--- config.mk ---
export PLATFORM = sky130hd
export DESIGN_NAME = dino_jump_ctrl_flat
export DESIGN_NICKNAME = d
export VERILOG_FILES = /design/src/rtl/dino_pkg.sv /design/src/rtl/dino_jump_ctrl_if.sv /design/src/rtl/dino_edge_pend.sv /design/src/rtl/dino_jump_ctrl.sv /design/src/flat_wrapper.sv
export SDC_FILE = /design/constraint.sdc
export NUM_CORES = 1
export LEC_CHECK = 0
export CAP_MARGIN = 40
export CORE_UTILIZATION = 39
export CTS_BUF_LIST = sky130_fd_sc_hd__clkbuf_16
export CTS_CLUSTER_DIAMETER = 100
export DETAILED_ROUTE_END_ITERATION = 10
export GPL_ROUTABILITY_DRIVEN = 0
export GPL_TIMING_DRIVEN = 0
export MAX_ROUTING_LAYER = met4
export PLACE_DENSITY = 0.68
export REMOVE_ABC_BUFFERS = 1
export SLEW_MARGIN = 10
export SYNTH_ARGS = -nofsm -noshare
export SYNTH_HDL_FRONTEND = slang
export SYNTH_SLANG_ARGS = --single-unit
--- constraint.sdc ---
create_clock -name clk -period 3.5 [get_ports clk]
set_input_delay 0.525 -clock clk [delete_from_list [all_inputs] [get_ports clk]]
set_output_delay 0.525 -clock clk [all_outputs]
set_load 0.03 [all_outputs]
--- src/rtl/dino_pkg.sv ---
// Shared dino definitions: motion state enum and default geometry/physics constants
// reused by the jump controller, collision logic and renderer.
package dino_pkg;

   typedef enum logic [2:0] {
      GROUND = 3'd0,
      DUCK   = 3'd1,
      RISE   = 3'd2,
      FALL   = 3'd3,
      DEAD   = 3'd4
   } dino_state_e;

   localparam int DINO_Y_W       = 10;
   localparam int DINO_GROUND_Y  = 200;
   localparam int DINO_JUMP_V0   = 12;
   localparam int DINO_GRAVITY   = 1;
   localparam int DINO_MAX_FALL  = 12;
   localparam int DINO_BUF_TICKS = 4;

   function automatic logic is_airborne(dino_state_e s);
      return (s == RISE) || (s == FALL);
   endfunction

endpackage

--- src/rtl/dino_jump_ctrl_if.sv ---
// Control/status bundle between the game logic (master) and the dino jump controller (slave).
interface dino_jump_ctrl_if
   import dino_pkg::*;
#(
   parameter int Y_W = DINO_Y_W
);
   logic           tick;
   logic           jump_btn;
   logic           duck_btn;
   logic           is_dead;
   logic           is_paused;
   logic           restart;
   logic [Y_W-1:0] dino_y;
   logic           airborne;
   logic           on_ground;
   logic           ducking;

   modport master (
      output tick, jump_btn, duck_btn, is_dead, is_paused, restart,
      input  dino_y, airborne, on_ground, ducking
   );

   modport slave (
      input  tick, jump_btn, duck_btn, is_dead, is_paused, restart,
      output dino_y, airborne, on_ground, ducking
   );
endinterface

--- src/rtl/dino_edge_pend.sv ---
// Rising-edge detector with a pending latch: an edge is usable in the clk it occurs
// and is remembered until consumed or dropped.
module dino_edge_pend (
   input  logic clk,
   input  logic rst,
   input  logic btn,
   input  logic consume,
   input  logic drop,
   output logic pend
);
   logic btn_q, btn_d;
   logic pend_q, pend_d;
   logic edge_w;

   always_comb begin
      btn_d  = btn;
      edge_w = btn & ~btn_q;
      pend   = pend_q | edge_w;
      pend_d = (consume | drop) ? 1'b0 : pend;
   end

   always_ff @(posedge clk or negedge rst) begin
      if (!rst) begin
         btn_q  <= 1'b0;
         pend_q <= 1'b0;
      end else begin
         btn_q  <= btn_d;
         pend_q <= pend_d;
      end
   end
endmodule

--- src/rtl/dino_jump_ctrl.sv ---
// Dino vertical-motion sequencer: tick-stepped jump trajectory and ground/air/duck flags.
// Optional DINO_JUMP_BUFFER_EN keeps a jump pressed just before landing for the next tick.
module dino_jump_ctrl
   import dino_pkg::*;
#(
   parameter int Y_W      = DINO_Y_W,
   parameter int GROUND_Y = DINO_GROUND_Y,
   parameter int JUMP_V0  = DINO_JUMP_V0,
   parameter int GRAVITY  = DINO_GRAVITY,
   parameter int MAX_FALL = DINO_MAX_FALL
`ifdef DINO_JUMP_BUFFER_EN
  ,parameter int BUF_TICKS = DINO_BUF_TICKS
`endif
) (
   input logic             clk,
   input logic             rst,
   dino_jump_ctrl_if.slave bus
);
   localparam logic [Y_W-1:0] GROUND_V = Y_W'(GROUND_Y);
   localparam logic [Y_W-1:0] V0_V     = Y_W'(JUMP_V0);
   localparam logic [Y_W-1:0] GRAV_V   = Y_W'(GRAVITY);
   localparam logic [Y_W-1:0] MAXF_V   = Y_W'(MAX_FALL);

   dino_state_e    state_q, state_d;
   logic [Y_W-1:0] y_q, y_d;
   logic [Y_W-1:0] vel_q, vel_d;
   logic           airborne_q, airborne_d;
   logic           on_ground_q, on_ground_d;
   logic           ducking_q, ducking_d;

   logic           jump_pend;
   logic           consume;
   logic           drop;

   logic [Y_W-1:0] launch_y, rise_y, vel_dec, vel_inc, vel_fall;
   logic [Y_W:0]   fall_sum;
   logic           rise_done;
   logic           land;

   dino_edge_pend u_jump_pend (
      .clk     (clk),
      .rst     (rst),
      .btn     (bus.jump_btn),
      .consume (consume),
      .drop    (drop),
      .pend    (jump_pend)
   );

   // Upward moves saturate at row 0; downward moves clamp onto the ground row.
   assign launch_y  = (y_q > V0_V)  ? (y_q - V0_V)  : '0;
   assign rise_y    = (y_q > vel_q) ? (y_q - vel_q) : '0;
   assign vel_dec   = vel_q - GRAV_V;
   assign rise_done = ({1'b0, vel_q} <= ({1'b0, GRAV_V} + {1'b0, GRAV_V}));
   assign vel_inc   = vel_q + GRAV_V;
   assign vel_fall  = (vel_inc > MAXF_V) ? MAXF_V : vel_inc;
   assign fall_sum  = {1'b0, y_q} + {1'b0, vel_fall};
   assign land      = (fall_sum >= {1'b0, GROUND_V});

   always_comb begin
      state_d = state_q;
      y_d     = y_q;
      vel_d   = vel_q;
      consume = 1'b0;

      if ((state_q == DEAD) && bus.restart) begin
         state_d = GROUND;
         y_d     = GROUND_V;
         vel_d   = '0;
      end else if (bus.tick && !bus.is_paused) begin
         if (bus.is_dead) begin
            state_d = DEAD;
         end else begin
            unique case (state_q)
               GROUND, DUCK: begin
                  if (jump_pend) begin
                     consume = 1'b1;
                     state_d = RISE;
                     vel_d   = V0_V;
                     y_d     = launch_y;
                  end else if ((state_q == GROUND) && bus.duck_btn) begin
                     state_d = DUCK;
                  end else if ((state_q == DUCK) && !bus.duck_btn) begin
                     state_d = GROUND;
                  end
               end
               RISE: begin
                  y_d = rise_y;
                  if (rise_done) begin
                     state_d = FALL;
                     vel_d   = '0;
                  end else begin
                     vel_d = vel_dec;
                  end
               end
               FALL: begin
                  vel_d = vel_fall;
                  if (land) begin
                     y_d     = GROUND_V;
                     state_d = bus.duck_btn ? DUCK : GROUND;
                  end else begin
                     y_d = fall_sum[Y_W-1:0];
                  end
               end
               default: begin
                  state_d = state_q;
               end
            endcase
         end
      end

      // Jump edges are only worth keeping where a later tick can launch them.
`ifdef DINO_JUMP_BUFFER_EN
      drop = bus.is_paused || (state_q == RISE) || (state_q == DEAD) ||
             ((state_q == FALL) &&
              ((32'(y_q) + 32'(BUF_TICKS * MAX_FALL)) < 32'(GROUND_Y)));
`else
      drop = bus.is_paused || (state_q == RISE) || (state_q == FALL) || (state_q == DEAD);
`endif

      airborne_d  = is_airborne(state_d);
      on_ground_d = (state_d == GROUND) || (state_d == DUCK);
      ducking_d   = (state_d == DUCK);
   end

   always_ff @(posedge clk or negedge rst) begin
      if (!rst) begin
         state_q     <= GROUND;
         y_q         <= GROUND_V;
         vel_q       <= '0;
         airborne_q  <= 1'b0;
         on_ground_q <= 1'b1;
         ducking_q   <= 1'b0;
      end else begin
         state_q     <= state_d;
         y_q         <= y_d;
         vel_q       <= vel_d;
         airborne_q  <= airborne_d;
         on_ground_q <= on_ground_d;
         ducking_q   <= ducking_d;
      end
   end

   assign bus.dino_y    = y_q;
   assign bus.airborne  = airborne_q;
   assign bus.on_ground = on_ground_q;
   assign bus.ducking   = ducking_q;
endmodule

--- src/flat_wrapper.sv ---
// flat-port wrapper written by rule: the top's interface ports become plain ports
module dino_jump_ctrl_flat import dino_pkg::*;
#(
   parameter int Y_W      = DINO_Y_W,
   parameter int GROUND_Y = DINO_GROUND_Y,
   parameter int JUMP_V0  = DINO_JUMP_V0,
   parameter int GRAVITY  = DINO_GRAVITY,
   parameter int MAX_FALL = DINO_MAX_FALL

)
  (clk, rst, bus_tick, bus_jump_btn, bus_duck_btn, bus_is_dead, bus_is_paused, bus_restart, bus_dino_y, bus_airborne, bus_on_ground, bus_ducking);
  dino_jump_ctrl_if #(.Y_W(Y_W)) bus_i ();
  input logic clk;
  input logic rst;
  input wire logic [$bits(bus_i.tick)-1:0] bus_tick;
  input wire logic [$bits(bus_i.jump_btn)-1:0] bus_jump_btn;
  input wire logic [$bits(bus_i.duck_btn)-1:0] bus_duck_btn;
  input wire logic [$bits(bus_i.is_dead)-1:0] bus_is_dead;
  input wire logic [$bits(bus_i.is_paused)-1:0] bus_is_paused;
  input wire logic [$bits(bus_i.restart)-1:0] bus_restart;
  output wire logic [$bits(bus_i.dino_y)-1:0] bus_dino_y;
  output wire logic [$bits(bus_i.airborne)-1:0] bus_airborne;
  output wire logic [$bits(bus_i.on_ground)-1:0] bus_on_ground;
  output wire logic [$bits(bus_i.ducking)-1:0] bus_ducking;
  assign bus_i.tick = bus_tick;
  assign bus_i.jump_btn = bus_jump_btn;
  assign bus_i.duck_btn = bus_duck_btn;
  assign bus_i.is_dead = bus_is_dead;
  assign bus_i.is_paused = bus_is_paused;
  assign bus_i.restart = bus_restart;
  assign bus_dino_y = bus_i.dino_y;
  assign bus_airborne = bus_i.airborne;
  assign bus_on_ground = bus_i.on_ground;
  assign bus_ducking = bus_i.ducking;
  dino_jump_ctrl #(.Y_W(Y_W), .GROUND_Y(GROUND_Y), .JUMP_V0(JUMP_V0), .GRAVITY(GRAVITY), .MAX_FALL(MAX_FALL)) u_core (.clk(clk), .rst(rst), .bus(bus_i));
endmodule
==> out/qor.txt <==
Buf+Inv Stages, Crit Path: 1
FFs w/ async S/R, synth: 1.00
clock-pin slew on the worst setup and hold paths: 0.08 ns
largest area contributor in the netlist: dfrtp_1
max_slew headroom: 0.450
Detailed Route WL: 8.61 mm
mapped cell area: 2850 um2
Initial Utilization: 0.410
antenna-violating nets left: 0
leakage: 1.55 nW
Crit Path Category: register to register
Final Skew: 0.00203 ns
CTS Hold Bufs: 0
ant diodes: 0
sequential share of the synthesized area: 0.248
final setup vio count: 13
synth cell count leaders: nand2_1 (33), nor2_1 (29), o21ai_0 (28)
largest net degree at the start of global routing: 29
Min Hold Slack: 0.283 ns
Final Hold Viols: 0
layout cells sized above 1: 0.226
fillcell total: 645
Total Die Area: 7650 um2
RSZ-0062 raised after global routing: true
hpwl dp: 5.88 mm
number of port buffers: 20
final instance area: 3730 um2
failing checks: setup timing
Via-to-Cell Ratio: 5.82
Total Power: 2.78 mW
Crit. End Element: register
actual slew at the worst max-slew pin: 0.803 ns
Std-Cell Rows: 30
Worst Setup Start Kind: register
Power Density: 746 nW/um2
Residual DRC: 0
CTS tree: built
H-Tree Depth: 1
CP most frequent cell: or3_4
number of global-route vias before repair: 2905
flops & latches, synth: 28
Synth-to-Final Area Change: 30.7%
maximum vdd drop: 0.503 mV
die width: 87.5 um
fin worst setup slack: -0.458 ns
slowest stage cell, crit path: dfrtp_2
number of max-cap violations: 0
max-slew violation count: 0
CTS Buffer Depth: 2
period utilization: 1.13
top_reg_cell synth: dfrtp_1
CTS Sinks: 28
RR Endpoint: u_core.bus.ducking$_DFF_PN0_
drt pass-1 iters: 5
Worst path top cell family by delay: simple AND/OR/NAND/NOR gates
cells taking the most area after synthesis: dfrtp_1 (21%), ha_1 (11%), o21ai_0 (4.9%)
fin util: 0.537
CTS root buf: clkbuf_16
FF-to-FF Start: u_core.vel_q[5]$_DFFE_PN0P_
status: finished with violations
CP peak stage delay: 0.44 ns
fmax: 0.253 GHz
first-pass GRT wire length: 14.0 mm
synth unique cells: 64
core area: 6940 um2
Top Ports: 21
r2r setup slk: -0.46 ns
Arrival @ worst endpoint: 4.12 ns
Syn Area/Cell: 7.98 um2
count leader, synth: nand2_1
post-layout min period: 3.96 ns
yosys warns: 0
post-synth top area share: 0.211
FF-to-FF path depth: 15
WL/cell: 17.1 um
Syn Inst Count: 357
placed inst area: 3140 um2
sequence of cells on the critical path: nor4_4 > a32oi_1 > a211o_1 > a211oi_4 > and2_4 > ha_4 > inv_2 > fa_2 > nor2b_4 > o22ai_4 > or3_4 > a31oi_4 > a21oi_2 > or3_4 > a2111oi_4
Die Y: 87.5 um
nets@finish: 443
number of synthesized flops with an enable pin: 0
CP required: 3.66 ns
HP Class: input port to async pin
all-layer global routing usage: 0.240
CTS Buf Count: 3
Vias: 2927
crit-path max FO: 4
initial antenna violation count: 0
drt first-iter violations: 234
worst-skew pair later-pin latency: 0.27 ns
GRT Residual Overflow: 0
## final cells by class
cell class	count	area (um2)	area share
Inverter	19	71.3	0.0191
Sequential cell	28	713	0.191
Timing Repair Buffer	54	464	0.125
Clock buffer	3	75.1	0.0201
Tap cell	96	120	0.0322
Clock inverter	1	30.0	0.00806
Multi-Input combinational cell	302	2250	0.604
## worst reg2reg max path: stages (launching register included)
cell	delay (ns)
dfrtp_2	0.44
nor4_4	0.31
a32oi_1	0.10
a211o_1	0.28
a211oi_4	0.28
and2_4	0.22
ha_4	0.14
inv_2	0.04
fa_2	0.39
nor2b_4	0.18
o22ai_4	0.11
or3_4	0.41
a31oi_4	0.17
a21oi_2	0.05
or3_4	0.37
a2111oi_4	0.37
## cells by family (layout without fill, tap and decap cells)
kind of cell    after synthesis  count (layout)  synth area share
compound gates              114             114             0.279
xor+xnor                     19              19            0.0584
fa+ha+maj                    27              27             0.124
buf+inv                      32              77            0.0435
flops                        28              28             0.248
mux                           1               1           0.00351
other cells                   1               6           0.00132
simple gates                135             135             0.243
## per-stage QoR
stage          std cells  TNS (ns)  setup slack, ns
6_report             503     -3.82           -0.458
5_1_grt              503     -5.68           -0.585
4_1_cts              494     -2.64           -0.399
3_5_place_dp         466     -7.62           -0.884
3_3_place_gp         465     -6.99           -0.843
2_1_floorplan        349     -1.79           -0.425
## timing repair
| item | CTS | global route |
|---|---|---|
| gates resized for setup | 31 | 15 |
| endpoints found under the setup margin | 13 | 13 |
| pin swaps | 14 | 6 |
| buffers inserted | 24 | 9 |
## per-layer routing
| layer | track usage | vias up | share of wire |
|---|---|---|---|
| li1 | - | 1418 | - |
| met1 | 0.293 | 1421 | 0.45 |
| met2 | 0.418 | 76 | 0.51 |
| met3 | 0.0246 | 12 | 0.034 |
| met4 | 0.0715 | 0 | 0.012 |
| met5 | - | - | 0 |
## sequential cells by signal, indices dropped and copies added (netlist names)
signal,flops
u_core.bus.dino_y,10
u_core.bus.airborne,1
u_core.bus.ducking,1
u_core.bus.on_ground,1
u_core.vel_q,10
u_core.u_jump_pend.btn_q,1
u_core.u_jump_pend.pend_q,1
u_core.state_q,3
## where the power goes
group	total [mW]	switching, mW	internal (mW)
clock network	0.354	0.125	0.228
logic	1.89	1.06	0.837
registers	0.531	0.131	0.400
total	2.78	1.31	1.47
## worst max path at each step
| stage | startpoint | to | slack [ns] | cells after the start |
|---|---|---|---|---|
| after floorplan | u_core.vel_q[0]$_DFFE_PN0P_ | u_core.bus.ducking$_DFF_PN0_ | -0.42 | 16 |
| after global placement | u_core.vel_q[1]$_DFFE_PN0P_ | u_core.bus.ducking$_DFF_PN0_ | -0.84 | 14 |
| after detailed placement | u_core.vel_q[0]$_DFFE_PN0P_ | u_core.bus.ducking$_DFF_PN0_ | -0.88 | 14 |
| after CTS | u_core.vel_q[0]$_DFFE_PN0P_ | u_core.bus.ducking$_DFF_PN0_ | -0.40 | 16 |
| after global routing | u_core.vel_q[5]$_DFFE_PN0P_ | u_core.bus.ducking$_DFF_PN0_ | -0.58 | 16 |
| final | u_core.vel_q[5]$_DFFE_PN0P_ | u_core.bus.ducking$_DFF_PN0_ | -0.46 | 15 |
## cell usage in the layout, fill, tap and decap left out, types with 4 or more instances in the layout
cell             instances
nor2b_1                  6
a21o_1                   6
dfrtp_1                 18
clkdlybuf4s50_1         19
ha_1                    21
o21ai_0                 28
buf_4                   29
nand2_1                 32
nand4_1                  4
conb_1                   6
o21a_1                   4
or2_2                    4
nor2_1                  28
o31ai_1                  6
a21oi_1                 19
nand3_1                 15
xor2_1                   6
a31oi_1                  4
dfstp_2                  4
dfrtp_2                  6
nor3_1                   8
and3_1                   4
xnor2_1                 13
inv_1                   17
Note: power is estimated with default switching activity, not from simulation.
